## config.mk

```make
export PLATFORM = sky130hd
export DESIGN_NAME = ssi_sfifo_gen2_flat
export DESIGN_NICKNAME = d
export VERILOG_FILES = /design/src/rtl/ssi_sfifo_gen2_if.sv /design/src/rtl/ssi_sfifo_gen2.sv /design/src/flat_wrapper.sv
export SDC_FILE = /design/constraint.sdc
export NUM_CORES = 1
export LEC_CHECK = 0
export BUFFER_PORTS_ARGS = -buffer_cell sky130_fd_sc_hd__buf_4
export CORE_MARGIN = 2
export CORE_UTILIZATION = 55
export CTS_CLUSTER_SIZE = 14
export DETAILED_ROUTE_END_ITERATION = 10
export HOLD_SLACK_MARGIN = 0.1
export MAX_ROUTING_LAYER = met4
export PLACE_DENSITY = 0.79
export SLEW_MARGIN = 20
export SYNTH_ARGS = -nofsm -noshare
export SYNTH_HDL_FRONTEND = slang
export SYNTH_SLANG_ARGS = --single-unit
```

## constraint.sdc

```tcl
create_clock -name clock -period 8.4 [get_ports clock]
set_input_delay 1.26 -clock clock [delete_from_list [all_inputs] [get_ports clock]]
set_output_delay 1.26 -clock clock [all_outputs]
set_load 0.005 [all_outputs]
```

## src/rtl/ssi_sfifo_gen2_if.sv

```systemverilog
// ssi_sfifo_gen2_if
//   Bundles the producer/consumer side of the ssi_sfifo_gen2 FIFO.
//   master modport : the user of the FIFO (drives data/wrreq/rdreq/clr_err)
//   slave modport  : the FIFO itself (drives q, usedw and all status flags)
//   Signals:
//     data, wrreq    push side
//     rdreq, q       pop side
//     clr_err        clears the sticky overflow/underflow flags
//     usedw, full, empty, almost_full, almost_empty, overflow, underflow  status
interface ssi_sfifo_gen2_if #(
  parameter int WIDTH = 32,
  parameter int DLOG2 = 3
);
  logic [WIDTH-1:0] data;
  logic             wrreq;
  logic             rdreq;
  logic             clr_err;
  logic [WIDTH-1:0] q;
  logic [DLOG2:0]   usedw;
  logic             full;
  logic             empty;
  logic             almost_full;
  logic             almost_empty;
  logic             overflow;
  logic             underflow;

  modport master (
    output data, wrreq, rdreq, clr_err,
    input  q, usedw, full, empty, almost_full, almost_empty, overflow, underflow
  );

  modport slave (
    input  data, wrreq, rdreq, clr_err,
    output q, usedw, full, empty, almost_full, almost_empty, overflow, underflow
  );
endinterface

```

## src/rtl/ssi_sfifo_gen2.sv

```systemverilog
// ssi_sfifo_gen2
//   Single-clock synchronous FIFO with arbitrary (non power-of-2) depth,
//   true fill count, guarded push/pop, almost flags and sticky error flags.
//   Ports:
//     clock   system clock, everything on the rising edge
//     sclr_n  synchronous active-low reset
//     bus     ssi_sfifo_gen2_if.slave: data/wrreq/rdreq/clr_err in,
//             q/usedw/full/empty/almost_full/almost_empty/overflow/underflow out
//   Build option:
//     SSI_SFIFO_SHOWAHEAD_EN  when defined, q shows the head word combinationally
//                             and rdreq consumes it; otherwise q is registered
//                             with one cycle of read latency.
module ssi_sfifo_gen2 #(
  parameter int WIDTH  = 32,
  parameter int DEPTH  = 8,
  parameter int DLOG2  = 3,
  parameter int AFULL  = 6,
  parameter int AEMPTY = 1
) (
  input logic             clock,
  input logic             sclr_n,
  ssi_sfifo_gen2_if.slave bus
);

  localparam logic [DLOG2:0]   DEPTH_C  = (DLOG2+1)'(DEPTH);
  localparam logic [DLOG2:0]   AFULL_C  = (DLOG2+1)'(AFULL);
  localparam logic [DLOG2:0]   AEMPTY_C = (DLOG2+1)'(AEMPTY);
  localparam logic [DLOG2-1:0] LAST_PTR = DLOG2'(DEPTH - 1);

  logic [WIDTH-1:0] ram [0:DEPTH-1];
  logic [DLOG2-1:0] wr_ptr;
  logic [DLOG2-1:0] rd_ptr;
  logic [DLOG2:0]   count;
  logic             overflow_r;
  logic             underflow_r;
  logic             empty_i;
  logic             full_i;
  logic             rd_ok;
  logic             wr_ok;

  assign empty_i = (count == '0);
  assign full_i  = (count == DEPTH_C);

  // A pop frees a slot in the same edge, so a push on a full FIFO is legal
  // when the pop alongside it is accepted.
  assign rd_ok = bus.rdreq & ~empty_i;
  assign wr_ok = bus.wrreq & (~full_i | rd_ok);

  // Pointers, count and sticky flags. A flag being set beats clr_err.
  always_ff @(posedge clock) begin
    if (!sclr_n) begin
      wr_ptr      <= '0;
      rd_ptr      <= '0;
      count       <= '0;
      overflow_r  <= 1'b0;
      underflow_r <= 1'b0;
    end else begin
      if (wr_ok) wr_ptr <= (wr_ptr == LAST_PTR) ? '0 : wr_ptr + 1'b1;
      if (rd_ok) rd_ptr <= (rd_ptr == LAST_PTR) ? '0 : rd_ptr + 1'b1;
      if (wr_ok && !rd_ok)      count <= count + 1'b1;
      else if (rd_ok && !wr_ok) count <= count - 1'b1;
      overflow_r  <= (overflow_r  & ~bus.clr_err) | (bus.wrreq & ~wr_ok);
      underflow_r <= (underflow_r & ~bus.clr_err) | (bus.rdreq & empty_i);
    end
  end

  // Storage is not reset; a write coinciding with reset is dropped.
  always_ff @(posedge clock) begin
    if (sclr_n && wr_ok) ram[wr_ptr] <= bus.data;
  end

`ifdef SSI_SFIFO_SHOWAHEAD_EN
  // Head word is always presented; meaningless while empty.
  assign bus.q = ram[rd_ptr];
`else
  logic [WIDTH-1:0] q_r;

  // Registered read: q updates only on an accepted pop.
  always_ff @(posedge clock) begin
    if (!sclr_n)    q_r <= '0;
    else if (rd_ok) q_r <= ram[rd_ptr];
  end

  assign bus.q = q_r;
`endif

  assign bus.usedw        = count;
  assign bus.empty        = empty_i;
  assign bus.full         = full_i;
  assign bus.almost_full  = (count >= AFULL_C);
  assign bus.almost_empty = (count <= AEMPTY_C);
  assign bus.overflow     = overflow_r;
  assign bus.underflow    = underflow_r;

endmodule
```

## src/flat_wrapper.sv

```systemverilog
// flat-port wrapper written by rule: the top's interface ports become plain ports
module ssi_sfifo_gen2_flat 
#(
  parameter int WIDTH  = 32,
  parameter int DEPTH  = 8,
  parameter int DLOG2  = 3,
  parameter int AFULL  = 6,
  parameter int AEMPTY = 1
)
  (clock, sclr_n, bus_data, bus_wrreq, bus_rdreq, bus_clr_err, bus_q, bus_usedw, bus_full, bus_empty, bus_almost_full, bus_almost_empty, bus_overflow, bus_underflow);
  ssi_sfifo_gen2_if #(.WIDTH(WIDTH), .DLOG2(DLOG2)) bus_i ();
  input logic clock;
  input logic sclr_n;
  input wire logic [$bits(bus_i.data)-1:0] bus_data;
  input wire logic [$bits(bus_i.wrreq)-1:0] bus_wrreq;
  input wire logic [$bits(bus_i.rdreq)-1:0] bus_rdreq;
  input wire logic [$bits(bus_i.clr_err)-1:0] bus_clr_err;
  output wire logic [$bits(bus_i.q)-1:0] bus_q;
  output wire logic [$bits(bus_i.usedw)-1:0] bus_usedw;
  output wire logic [$bits(bus_i.full)-1:0] bus_full;
  output wire logic [$bits(bus_i.empty)-1:0] bus_empty;
  output wire logic [$bits(bus_i.almost_full)-1:0] bus_almost_full;
  output wire logic [$bits(bus_i.almost_empty)-1:0] bus_almost_empty;
  output wire logic [$bits(bus_i.overflow)-1:0] bus_overflow;
  output wire logic [$bits(bus_i.underflow)-1:0] bus_underflow;
  assign bus_i.data = bus_data;
  assign bus_i.wrreq = bus_wrreq;
  assign bus_i.rdreq = bus_rdreq;
  assign bus_i.clr_err = bus_clr_err;
  assign bus_q = bus_i.q;
  assign bus_usedw = bus_i.usedw;
  assign bus_full = bus_i.full;
  assign bus_empty = bus_i.empty;
  assign bus_almost_full = bus_i.almost_full;
  assign bus_almost_empty = bus_i.almost_empty;
  assign bus_overflow = bus_i.overflow;
  assign bus_underflow = bus_i.underflow;
  ssi_sfifo_gen2 #(.WIDTH(WIDTH), .DEPTH(DEPTH), .DLOG2(DLOG2), .AFULL(AFULL), .AEMPTY(AEMPTY)) u_core (.clock(clock), .sclr_n(sclr_n), .bus(bus_i));
endmodule
```

==> results of run 1 <==
metal layers:
metal	part of all wire, %	track usage, %	up-vias
met2	51	35.0	237
met4	2.4	8.10	0
li1	-	-	2918
met3	6.3	3.09	41
met1	40	25.9	3162
met5	0	-	-
Yosys cell counts, drive strengths merged:
library cell	count
a21boi	7
a21oi	34
a22oi	64
and2	4
buf	28
clkbuf	14
dfxtp	44
edfxtp	256
ha	10
inv	5
mux2i	129
nand2	10
nand2b	3
nand3	1
nand3b	4
nand4	1
nor2	40
nor2b	6
nor3	3
nor3b	2
o21a	1
o21ai	36
or3	3
or4	1
xnor2	1
xor2	2
per-stage QoR:
stage | instance area, um^2 | power [mW] | instances
2_1_floorplan | 11500 | 2.33 | 709
3_5_place_dp | 12400 | 2.60 | 1024
3_3_place_gp | 12400 | 2.56 | 1024
5_1_grt | 13400 | 3.94 | 1082
4_1_cts | 13300 | 3.80 | 1078
6_report | 13400 | 3.78 | 1082
flip-flops by register name, indices dropped and copies added, names as in the netlist:
register              cells
u_core.wr_ptr             3
u_core.rd_ptr             3
u_core.bus.q             32
u_core.bus.underflow      1
u_core.bus.overflow       1
u_core.ram              256
u_core.bus.usedw          4
worst min-delay path, delay by kind of cell, from the launching register on:
kind | cells | cell delay [ps]
flip-flops | 1 | 340
AND/OR/NAND/NOR | 1 | 60
AO/OA/AOI/OAI | 1 | 70
cell families (layout without fill, tap and decap cells):
kind of cell / after synthesis / in the layout
compound gates: 142 / 142
xor+xnor: 3 / 3
fa+ha+maj: 10 / 10
buf+inv: 47 / 150
flops: 300 / 300
mux: 129 / 129
simple gates: 78 / 78
area by class of cell:
| class | instances | share of cell area, % |
|---|---|---|
| multi-input combinational | 362 | 20.8 |
| clock buffer | 35 | 5.75 |
| sequential | 300 | 64.2 |
| clock inverter | 19 | 0.936 |
| inverter | 5 | 0.159 |
| timing repair buffer | 91 | 5.71 |
| tap | 270 | 2.53 |
final timing paths:
path / to / slack, ps / depth (start not counted)
worst max register to register: u_core.bus.usedw[3]$_SDFFE_PN0P_ / 5290 / 11
worst min register to register: u_core.wr_ptr[2]$_SDFFE_PN0N_ / 510 / 2
worst min-delay path: u_core.wr_ptr[2]$_SDFFE_PN0N_ / 510 / 2
worst max-delay path: u_core.bus.usedw[3]$_SDFFE_PN0P_ / 5290 / 11
report_power, final:
| part | switching (mW) | internal, mW |
|---|---|---|
| clock network | 0.522 | 0.681 |
| registers | 0.0910 | 1.71 |
| logic | 0.419 | 0.357 |
==> out/metrics.csv, run 1 <==
metric,value,unit
slowest_delay,460,ps
holdBufCountCts,0,
clkTransAtPathRegs,60,ps
hold_ws,510,ps
grt_setup_unrepaired,false,
drtIter0Drc,558,
min_from,u_core.wr_ptr[2]$_SDFFE_PN0N_,
port_buffers,78,
crit_path_frequent_cell,ha_1,
num_rows,52,
end_kind,flip-flop,
htree_levels,1,
synth.avg_cell_area,16.3,um^2
post_cts_buffers,0,
antennaDiodeCount,0,
synth_top_cell_area_share,66.7,%
hpwlAfterDp,12600,um
worst_pin_slew,1080,ps
clk_root_buffer_cell,clkbuf_16,
r2r-start,u_core.bus.usedw[0]$_SDFFE_PN0P_,
hp-class,reg2reg,
crit_buf_inv,3,
critPathMaxFanout,37,
regArea,8570,um^2
crit_arrival,3550,ps
antenna_found_initial,0,
yosysTopAreaCell,edfxtp_1,
critical_path_required,8840,ps
clk_latency,550,ps
muxShareOfSynthArea,11.2,%
die-area,22100,um^2
syn_inst,709,
yosysUniqueCellTypes,33,
setup_slack,5290,ps
ir_drop,0.163,mV
path_class,reg2reg,
gp_congestion,0.751,
timing.slew.headroom,27.6,%
synth_xor_area_share,0.228,%
cellPowerDensity,283,nW/um^2
yosysWarnings,0,
syn2layout_area_growth,15.9,%
drtAntennaViolNets,0,
grt_pass1_vias,6575,
grt_usage,20.9,%
startpoint,u_core.bus.usedw[0]$_SDFFE_PN0P_,
grt_pass1_wl,34400,um
synth_top_family_by_area,multiplexers,
cts_tree,built,
die_w,149,um
status,completed,
drt_pass1_iterations,5,
synth-seq-cells,300,
critPathSlowestCell,dfxtp_1,
cp-start-kind,flip-flop,
wire_per_inst,20.9,um
fin_tns_setup,0,ps
crit_chain,inv_1 -> ha_1 -> nor3b_2 -> nor2b_2 -> buf_4 -> inv_4 -> ha_1 -> or4_1 -> a21oi_2 -> xor2_1 -> and2_1,
finClkSkew,13.7,ps
ios,79,
final_cell_mix,"256 x edfxtp_1, 129 x mux2i_1, 87 x buf_4",
place_ws,4900,ps
via_per_inst,5.88,
drc_errors,0,
vias,6358,
cap_viol_max_count,0,
die_h,149,um
final_nets,836,
layout_commonest_cell,edfxtp_1,
initial_core_util,56.4,%
drv_slew,0,
fillers,1402,
cts_resized,0,
finalSetupViolCount,0,
synth-simple-area-share,3.25,%
p_leak,4.50,nW
cts_sinks,300,
clockBufferDepth,3,
timing.final.crit_period,3110,ps
grt_max_degree,56,
max_freq,0.322,GHz
yosys.area_share.adder,1.09,%
ys_top_cells_by_area,"edfxtp_1 67%, mux2i_1 11%, dfxtp_1 7.6%, a22oi_1 4.2%, o21ai_0 1.5%",
syn_area,11500,um^2
finalHoldViolCount,0,
synth_compound_area_share,7.76,%
multi_input_area,2770,um^2
final_layout_size_suffix_gt1_share,18.7,%
fin_crit_sh,37.0,%
utilization,65.4,%
syn_nets,756,
overflow,0,
crit_family,simple AND/OR/NAND/NOR gates,
ys_seq_area_share,74.3,%
cts_inserted_buffers,29,
drt_wl_total,22600,um
core,20400,um^2
Note: power is estimated with default switching activity, not from simulation.
==> run 2, diff against run 1 <==
- ABC_AREA: not set -> 1
- PLACE_DENSITY: 0.79 -> 0.78
- clock period: 8.4 -> 3.25 ns (I/O delays scaled with it)
==> run 2 against run 1 <==
Effect of this change: die area increased by 9.7%; synthesized cell count rose by 77%; count of clock-buffer cells in the layout is 2 higher; utilization is 0.84 points lower; critical endpoint is now u_core.ram[0][6]$_DFFE_PP_.
==> out/metrics.csv, run 2 <==
metric,value,unit,change
end_kind,flip-flop,,unchanged
die_h,156,um,was 149 um
wire_per_inst,16.1,um,was 20.9 um
post_cts_buffers,0,,unchanged
status,completed,,unchanged
r2r_end,u_core.ram[0][6]$_DFFE_PP_,,was u_core.bus.usedw[3]$_SDFFE_PN0P_
final_cell_mix,"304 x nand2_1, 274 x inv_1, 256 x edfxtp_1",,"was 256 x edfxtp_1, 129 x mux2i_1, 87 x buf_4"
holdBufCountCts,0,,unchanged
fin_area,14600,um^2,was 13400 um^2
synth_edf_count,256,,unchanged
yosys.cell_count.top_type,nand2_1,,was edfxtp_1
top_register,u_core.ram,,unchanged
drc_errors,0,,unchanged
largest_reg_flops,256,,unchanged
vias,8491,,was 6358
syn_area,12700,um^2,was 11500 um^2
cp-start-kind,flip-flop,,unchanged
syn_nets,1304,,was 756
critPathMaxFanout,32,,was 37
grt_pass1_wl,42500,um,was 34400 um
ys_top_cells_by_area,"edfxtp_1 61%, nand2_1 9.0%, inv_1 8.1%, nand3_1 7.7%, dfxtp_1 6.9%",,"was edfxtp_1 67%, mux2i_1 11%, dfxtp_1 7.6%, a22oi_1 4.2%, o21ai_0 1.5%"
timing.final.crit_period,2750,ps,was 3110 ps
htree_levels,1,,unchanged
crit_chain,inv_1 -> ha_1 -> nand2_1 -> nor2_1 -> a21boi_2 -> nand3_1 -> nor2_4 -> buf_4,,was inv_1 -> ha_1 -> nor3b_2 -> nor2b_2 -> buf_4 -> inv_4 -> ha_1 -> or4_1 -> a21oi_2 -> xor2_1 -> and2_1
drt_wl_total,26400,um,was 22600 um
hp-class,in2reg,,was reg2reg
layout_commonest_cell,nand2_1,,was edfxtp_1
clkTransAtPathRegs,60,ps,about the same
antennaDiodeCount,0,,unchanged
grt_pass1_vias,8349,,was 6575
drtIter0Drc,768,,was 558
fin_cells,1639,,was 1082
switchingPower,3.24,mW,was 1.03 mW
num_rows,55,,was 52
worst_pin_slew,854,ps,was 1080 ps
yosysWarnings,0,,unchanged
via_per_inst,5.18,,was 5.88
setup_slack,500,ps,was 5290 ps
die-area,24300,um^2,was 22100 um^2
rr_worst_depth,8,,was 11
grt_max_degree,77,,was 56
port_buffers,78,,unchanged
r2r_slack,500,ps,was 5290 ps
pwr-share-comb,23.8,%,was 20.5%
drtAntennaViolNets,0,,unchanged
seq_power_share,43.0,%,was 47.7%
drt_pass1_iterations,5,,unchanged
crit_end,u_core.ram[0][6]$_DFFE_PP_,,was u_core.bus.usedw[3]$_SDFFE_PN0P_
utilization,64.6,%,was 65.4%
p_sw_share,29.9,%,was 27.3%
clk_latency,540,ps,was 550 ps
p_int,7.60,mW,was 2.75 mW
path_class,reg2reg,,unchanged
syn_inst,1257,,was 709
fin_crit_sh,84.6,%,was 37.0%
cts_resized,0,,unchanged
synth-seq-cells,300,,unchanged
holdPathStages,1,,was 2
grt_usage,22.8,%,was 20.9%
synth_top_cell_area_share,60.6,%,was 66.7%
crit_arrival,2930,ps,was 3550 ps
max_freq,0.364,GHz,was 0.322 GHz
r2r-start,u_core.bus.usedw[0]$_SDFFE_PN0P_,,unchanged
cts_inserted_buffers,29,,unchanged
hpwlAfterDp,15300,um,was 12600 um
yosysTopAreaCell,edfxtp_1,,unchanged
critical_path_required,3430,ps,was 8840 ps
overflow,0,,unchanged
grt_setup_unrepaired,false,,unchanged
place_area,13600,um^2,was 12400 um^2
critPathSlowestCell,buf_4,,was dfxtp_1
ir_drop,0.409,mV,was 0.163 mV
initial_core_util,56.0,%,was 56.4%
yosysUniqueCellTypes,22,,was 33
gp_congestion,0.750,,was 0.751
synth_common_cells,"304 x nand2_1, 274 x inv_1, 256 x edfxtp_1",,"was 256 x edfxtp_1, 129 x mux2i_1, 64 x a22oi_1"
final_layout_size_suffix_gt1_share,12.3,%,was 18.7%
slowest_delay,470,ps,was 460 ps
finalHoldViolCount,0,,unchanged
clockBufferDepth,3,,unchanged
startpoint,u_core.bus.usedw[0]$_SDFFE_PN0P_,,unchanged
p_clk_share,33.2,%,was 31.8%
cts_sinks,300,,unchanged
synthFlopType,edfxtp_1,,unchanged
dp.cells,1585,,was 1024
drv_slew,0,,unchanged
cts_tree,built,,unchanged
core,22600,um^2,was 20400 um^2
final_nets,1378,,was 836
clk_root_buffer_cell,clkbuf_16,,unchanged
ys_seq_area_share,67.6,%,was 74.3%
finClkSkew,7.30,ps,was 13.7 ps
total_power,10.8,mW,was 3.78 mW
syn2layout_area_growth,15.3,%,was 15.9%
synthArstFlopShare,0,%,unchanged
ios,79,,unchanged
die_w,156,um,was 149 um
finalSetupViolCount,0,,unchanged
cellPowerDensity,741,nW/um^2,was 283 nW/um^2
p_leak,6.51,nW,was 4.50 nW
cap_viol_max_count,0,,unchanged
antenna_found_initial,0,,unchanged
synth.avg_cell_area,10.1,um^2,was 16.3 um^2
place_ws,494,ps,was 4900 ps
timing.slew.headroom,43.1,%,was 27.6%
[run 2: cell types whose count changed in the layout (fill, tap and decap cells not counted), sizes merged, moves of 11 or more]
cell / delta
buf: +11
a22oi: -64
nand2: +296
nor2: -22
nand3: +195
mux2i: -129
inv: +271
[run 2: cells by family (layout without fill, tap and decap cells)]
| kind of cell | after synthesis | in the layout | synth area share, % |
|---|---|---|---|
| AND/OR/NAND/NOR | 525 | 525 | 17.6 |
| buffers and inverters | 336 | 433 | 10.4 |
| flip-flops | 300 | 300 | 67.6 |
| AO/OA/AOI/OAI | 85 | 85 | 3.43 |
| adder cells (fa/ha/maj) | 10 | 10 | 0.987 |
| XOR/XNOR | 1 | 1 | 0.0691 |
[run 2: how the worst min path moves through the flow]
stage / start / end / slack (ps)
global route: bus_data[24] / u_core.ram[5][24]$_DFFE_PP_ / 170
CTS: bus_data[31] / u_core.ram[6][31]$_DFFE_PP_ / 160
floorplan: u_core.bus.overflow$_SDFF_PN0_ / u_core.bus.overflow$_SDFF_PN0_ / 460
global placement: u_core.bus.overflow$_SDFF_PN0_ / u_core.bus.overflow$_SDFF_PN0_ / 450
finish: bus_data[5] / u_core.ram[7][5]$_DFFE_PP_ / 180
detailed placement: u_core.bus.overflow$_SDFF_PN0_ / u_core.bus.overflow$_SDFF_PN0_ / 460
[run 2: power groups by stage]
stage / clock [mW] / sequential (mW) / combinational, mW
CTS: 3.64 / 4.66 / 2.60
global route: 3.79 / 4.69 / 2.90
detailed placement: 0 / 4.74 / 2.58
finish: 3.59 / 4.66 / 2.58
global placement: 0 / 4.72 / 2.50
floorplan: 0 / 4.69 / 1.69
[run 2: critical path, delay by kind of cell (launching register included)]
kind	cells	cell delay, ps
adder cells (fa/ha/maj)	1	240
AO/OA/AOI/OAI	1	350
AND/OR/NAND/NOR	4	730
buffers and inverters	2	610
flip-flops	1	420
[run 2: metrics by stage]
stage               hold WS [ps]  TNS [ps]
finish                       177         0
global route                 166         0
CTS                          156         0
detailed placement           458         0
global placement             455         0
floorplan                    460    -91260
[run 2: routing by layer]
layer / up-vias / global-route usage [%] / wire (um) / share of wire (%)
met4: 0 / 7.25 / 585 / 2.2
met1: 3983 / 29.9 / 11200 / 42
met2: 276 / 37.5 / 13100 / 49
met3: 56 / 3.03 / 1620 / 6.1
met5: - / - / 0 / 0
li1: 4176 / - / - / -
[run 2: area by class of cell]
cell class	instances	area (um^2)
clock buffer	37	796
clock inverter	17	236
multi-input combinational	621	2850
timing repair buffer	102	766
fill	1644	8020
sequential	300	8570
tap	285	357
inverter	277	1040
==> run 3, diff against run 2 <==
- clock period: 3.25 -> 2.6 ns (I/O delays scaled with it)
==> run 3 against run 2 <==
Effect of this change: flip-flop and latch count unchanged; non-clock buffer count grew 34; worst hold slack got worse by 57 ps; critical path depth did not move; maximum frequency is 10% higher; worst setup slack worse by 400 ps; utilization is 1.3 points higher; largest cell class unchanged; largest power group unchanged; highest routed layer unchanged.
==> out/metrics.csv, run 3 (same netlist as run 2, synthesis figures left out) <==
metric,value,unit,change
status,completed,,unchanged
utilization,65.9,%,was 64.6%
largest_reg_flops,256,,unchanged
die-area,24300,um^2,unchanged
ir_drop,0.598,mV,was 0.409 mV
hpwlAfterDp,15900,um,was 15300 um
port_buffers,78,,unchanged
clkTransAtPathRegs,60,ps,about the same
layout_commonest_cell,nand2_1,,unchanged
top_register,u_core.ram,,unchanged
place_ws,112,ps,was 494 ps
crit_buf_inv,2,,unchanged
drtIter0Drc,807,,was 768
rr_worst_depth,8,,unchanged
timing.final.crit_period,2500,ps,was 2750 ps
critical_path_required,2800,ps,was 3430 ps
via_per_inst,5.22,,was 5.18
cp-start-kind,flip-flop,,unchanged
core,22600,um^2,unchanged
hp-class,in2reg,,unchanged
grt_usage,23.4,%,was 22.8%
drv_slew,0,,unchanged
fillers,1637,,was 1644
slowest_delay,440,ps,was 470 ps
grt_max_degree,82,,was 77
min_to,u_core.ram[7][10]$_DFFE_PP_,,was u_core.ram[7][5]$_DFFE_PP_
end_kind,flip-flop,,unchanged
clk_root_buffer_cell,clkbuf_16,,unchanged
grt_setup_unrepaired,false,,unchanged
holdPathStages,1,,unchanged
drc_errors,0,,unchanged
htree_levels,1,,unchanged
crit_path_frequent_cell,nand2_1,,
initial_core_util,56.0,%,unchanged
grt_pass1_wl,43600,um,was 42500 um
crit_chain,inv_1 -> ha_1 -> nand2_1 -> nor2_1 -> a21boi_2 -> nand2_1 -> nor3_4 -> buf_4,,was inv_1 -> ha_1 -> nand2_1 -> nor2_1 -> a21boi_2 -> nand3_1 -> nor2_4 -> buf_4
worst_pin_slew,842,ps,was 854 ps
max_freq,0.401,GHz,was 0.364 GHz
antenna_found_initial,0,,unchanged
p_leak,6.63,nW,was 6.51 nW
final_layout_size_suffix_gt1_share,11.5,%,was 12.3%
die_w,156,um,unchanged
path_class,reg2reg,,unchanged
finalSetupViolCount,0,,unchanged
cts_inserted_buffers,29,,unchanged
die_h,156,um,unchanged
wire_per_inst,16.2,um,was 16.1 um
cellPowerDensity,883,nW/um^2,was 741 nW/um^2
fin_crit_sh,96.0,%,was 84.6%
fin_tns_setup,0,ps,unchanged
r2r_slack,100,ps,was 500 ps
grt_pass1_vias,8576,,was 8349
syn2layout_area_growth,17.6,%,was 15.3%
final_cell_mix,"304 x nand2_1, 274 x inv_1, 256 x edfxtp_1",,unchanged
finClkSkew,16.8,ps,was 7.30 ps
clk_latency,540,ps,about the same
drt_pass1_iterations,5,,unchanged
final_nets,1412,,was 1378
r2r-start,u_core.bus.usedw[0]$_SDFFE_PN0P_,,unchanged
critPathSlowestCell,dfxtp_1,,was buf_4
antennaDiodeCount,0,,unchanged
crit_family,simple AND/OR/NAND/NOR gates,,unchanged
drtAntennaViolNets,0,,unchanged
clockBufferDepth,3,,unchanged
num_rows,55,,unchanged
timing.slew.headroom,43.9,%,was 43.1%
crit_arrival,2700,ps,was 2930 ps
cts_tree,built,,unchanged
min_from,bus_data[10],,was bus_data[5]
cap_viol_max_count,0,,unchanged
finalHoldViolCount,0,,unchanged
ios,79,,unchanged
critPathMaxFanout,20,,was 32
drt_wl_total,27100,um,was 26400 um
vias,8723,,was 8491
overflow,0,,unchanged
cts_sinks,300,,unchanged
setup_slack,104,ps,was 500 ps
gp_congestion,0.801,,was 0.750
r2r_end,u_core.ram[3][10]$_DFFE_PP_,,was u_core.ram[0][6]$_DFFE_PP_
==> run 3: how the worst max path moves through the flow <==
| stage | from | to | cells past startpoint |
|---|---|---|---|
| after CTS | u_core.bus.usedw[0]$_SDFFE_PN0P_ | u_core.ram[4][10]$_DFFE_PP_ | 8 |
| after floorplan | u_core.bus.usedw[0]$_SDFFE_PN0P_ | u_core.ram[1][0]$_DFFE_PP_ | 7 |
| after global routing | u_core.bus.usedw[1]$_SDFFE_PN0P_ | u_core.ram[3][10]$_DFFE_PP_ | 8 |
| after detailed placement | u_core.bus.usedw[0]$_SDFFE_PN0P_ | u_core.ram[4][7]$_DFFE_PP_ | 8 |
| after global placement | u_core.bus.usedw[0]$_SDFFE_PN0P_ | u_core.ram[4][7]$_DFFE_PP_ | 8 |
| final | u_core.bus.usedw[0]$_SDFFE_PN0P_ | u_core.ram[3][10]$_DFFE_PP_ | 8 |
==> run 3: report_power, final <==
part           leakage [nW]  switching, mW  internal (mW)
clock network         0.432           1.67           2.32
registers              2.68          0.186           5.59
logic                  3.52           2.17           1.25
==> run 3: per-layer routing <==
metal  share of wire (%)  up-vias  wire (um)  GRT usage (%)
met1                  40     4063      10900           30.7
met3                 8.0       51       2170           2.92
met4                 2.4        0        641           7.43
met2                  49      371      13400           38.7
li1                    -     4238          -              -
met5                   0        -          0              -
==> run 3: stage by stage <==
step           total power, mW  hold WS, ps  area, um^2  cells
3_3_place_gp              9.11          455       13700   1588
2_1_floorplan             7.98          460       12700   1257
6_report                  13.2          120       14900   1671
5_1_grt                   13.9          113       14900   1671
4_1_cts                   13.2          103       14900   1671
3_5_place_dp              9.22          458       13700   1588
==> run 3: area by class of cell <==
| type | count | area, um^2 | share of cell area (%) |
|---|---|---|---|
| multi-input cells | 621 | 2880 | 19.3 |
| flip-flops and latches | 300 | 8570 | 57.5 |
| clock buffers | 45 | 806 | 5.40 |
| well taps | 285 | 357 | 2.39 |
| inverters | 277 | 1040 | 6.98 |
| repair buffers | 136 | 1170 | 7.87 |
| clock inverters | 7 | 90.1 | 0.604 |
==> run 3: what timing repair did <==
action | CTS | global route
hold buffers | 31 | 0
endpoints found under the hold margin | 241 | 0
endpoints found under the setup margin | 0 | 25
resized for setup | 0 | 1
buffers inserted | 0 | 0
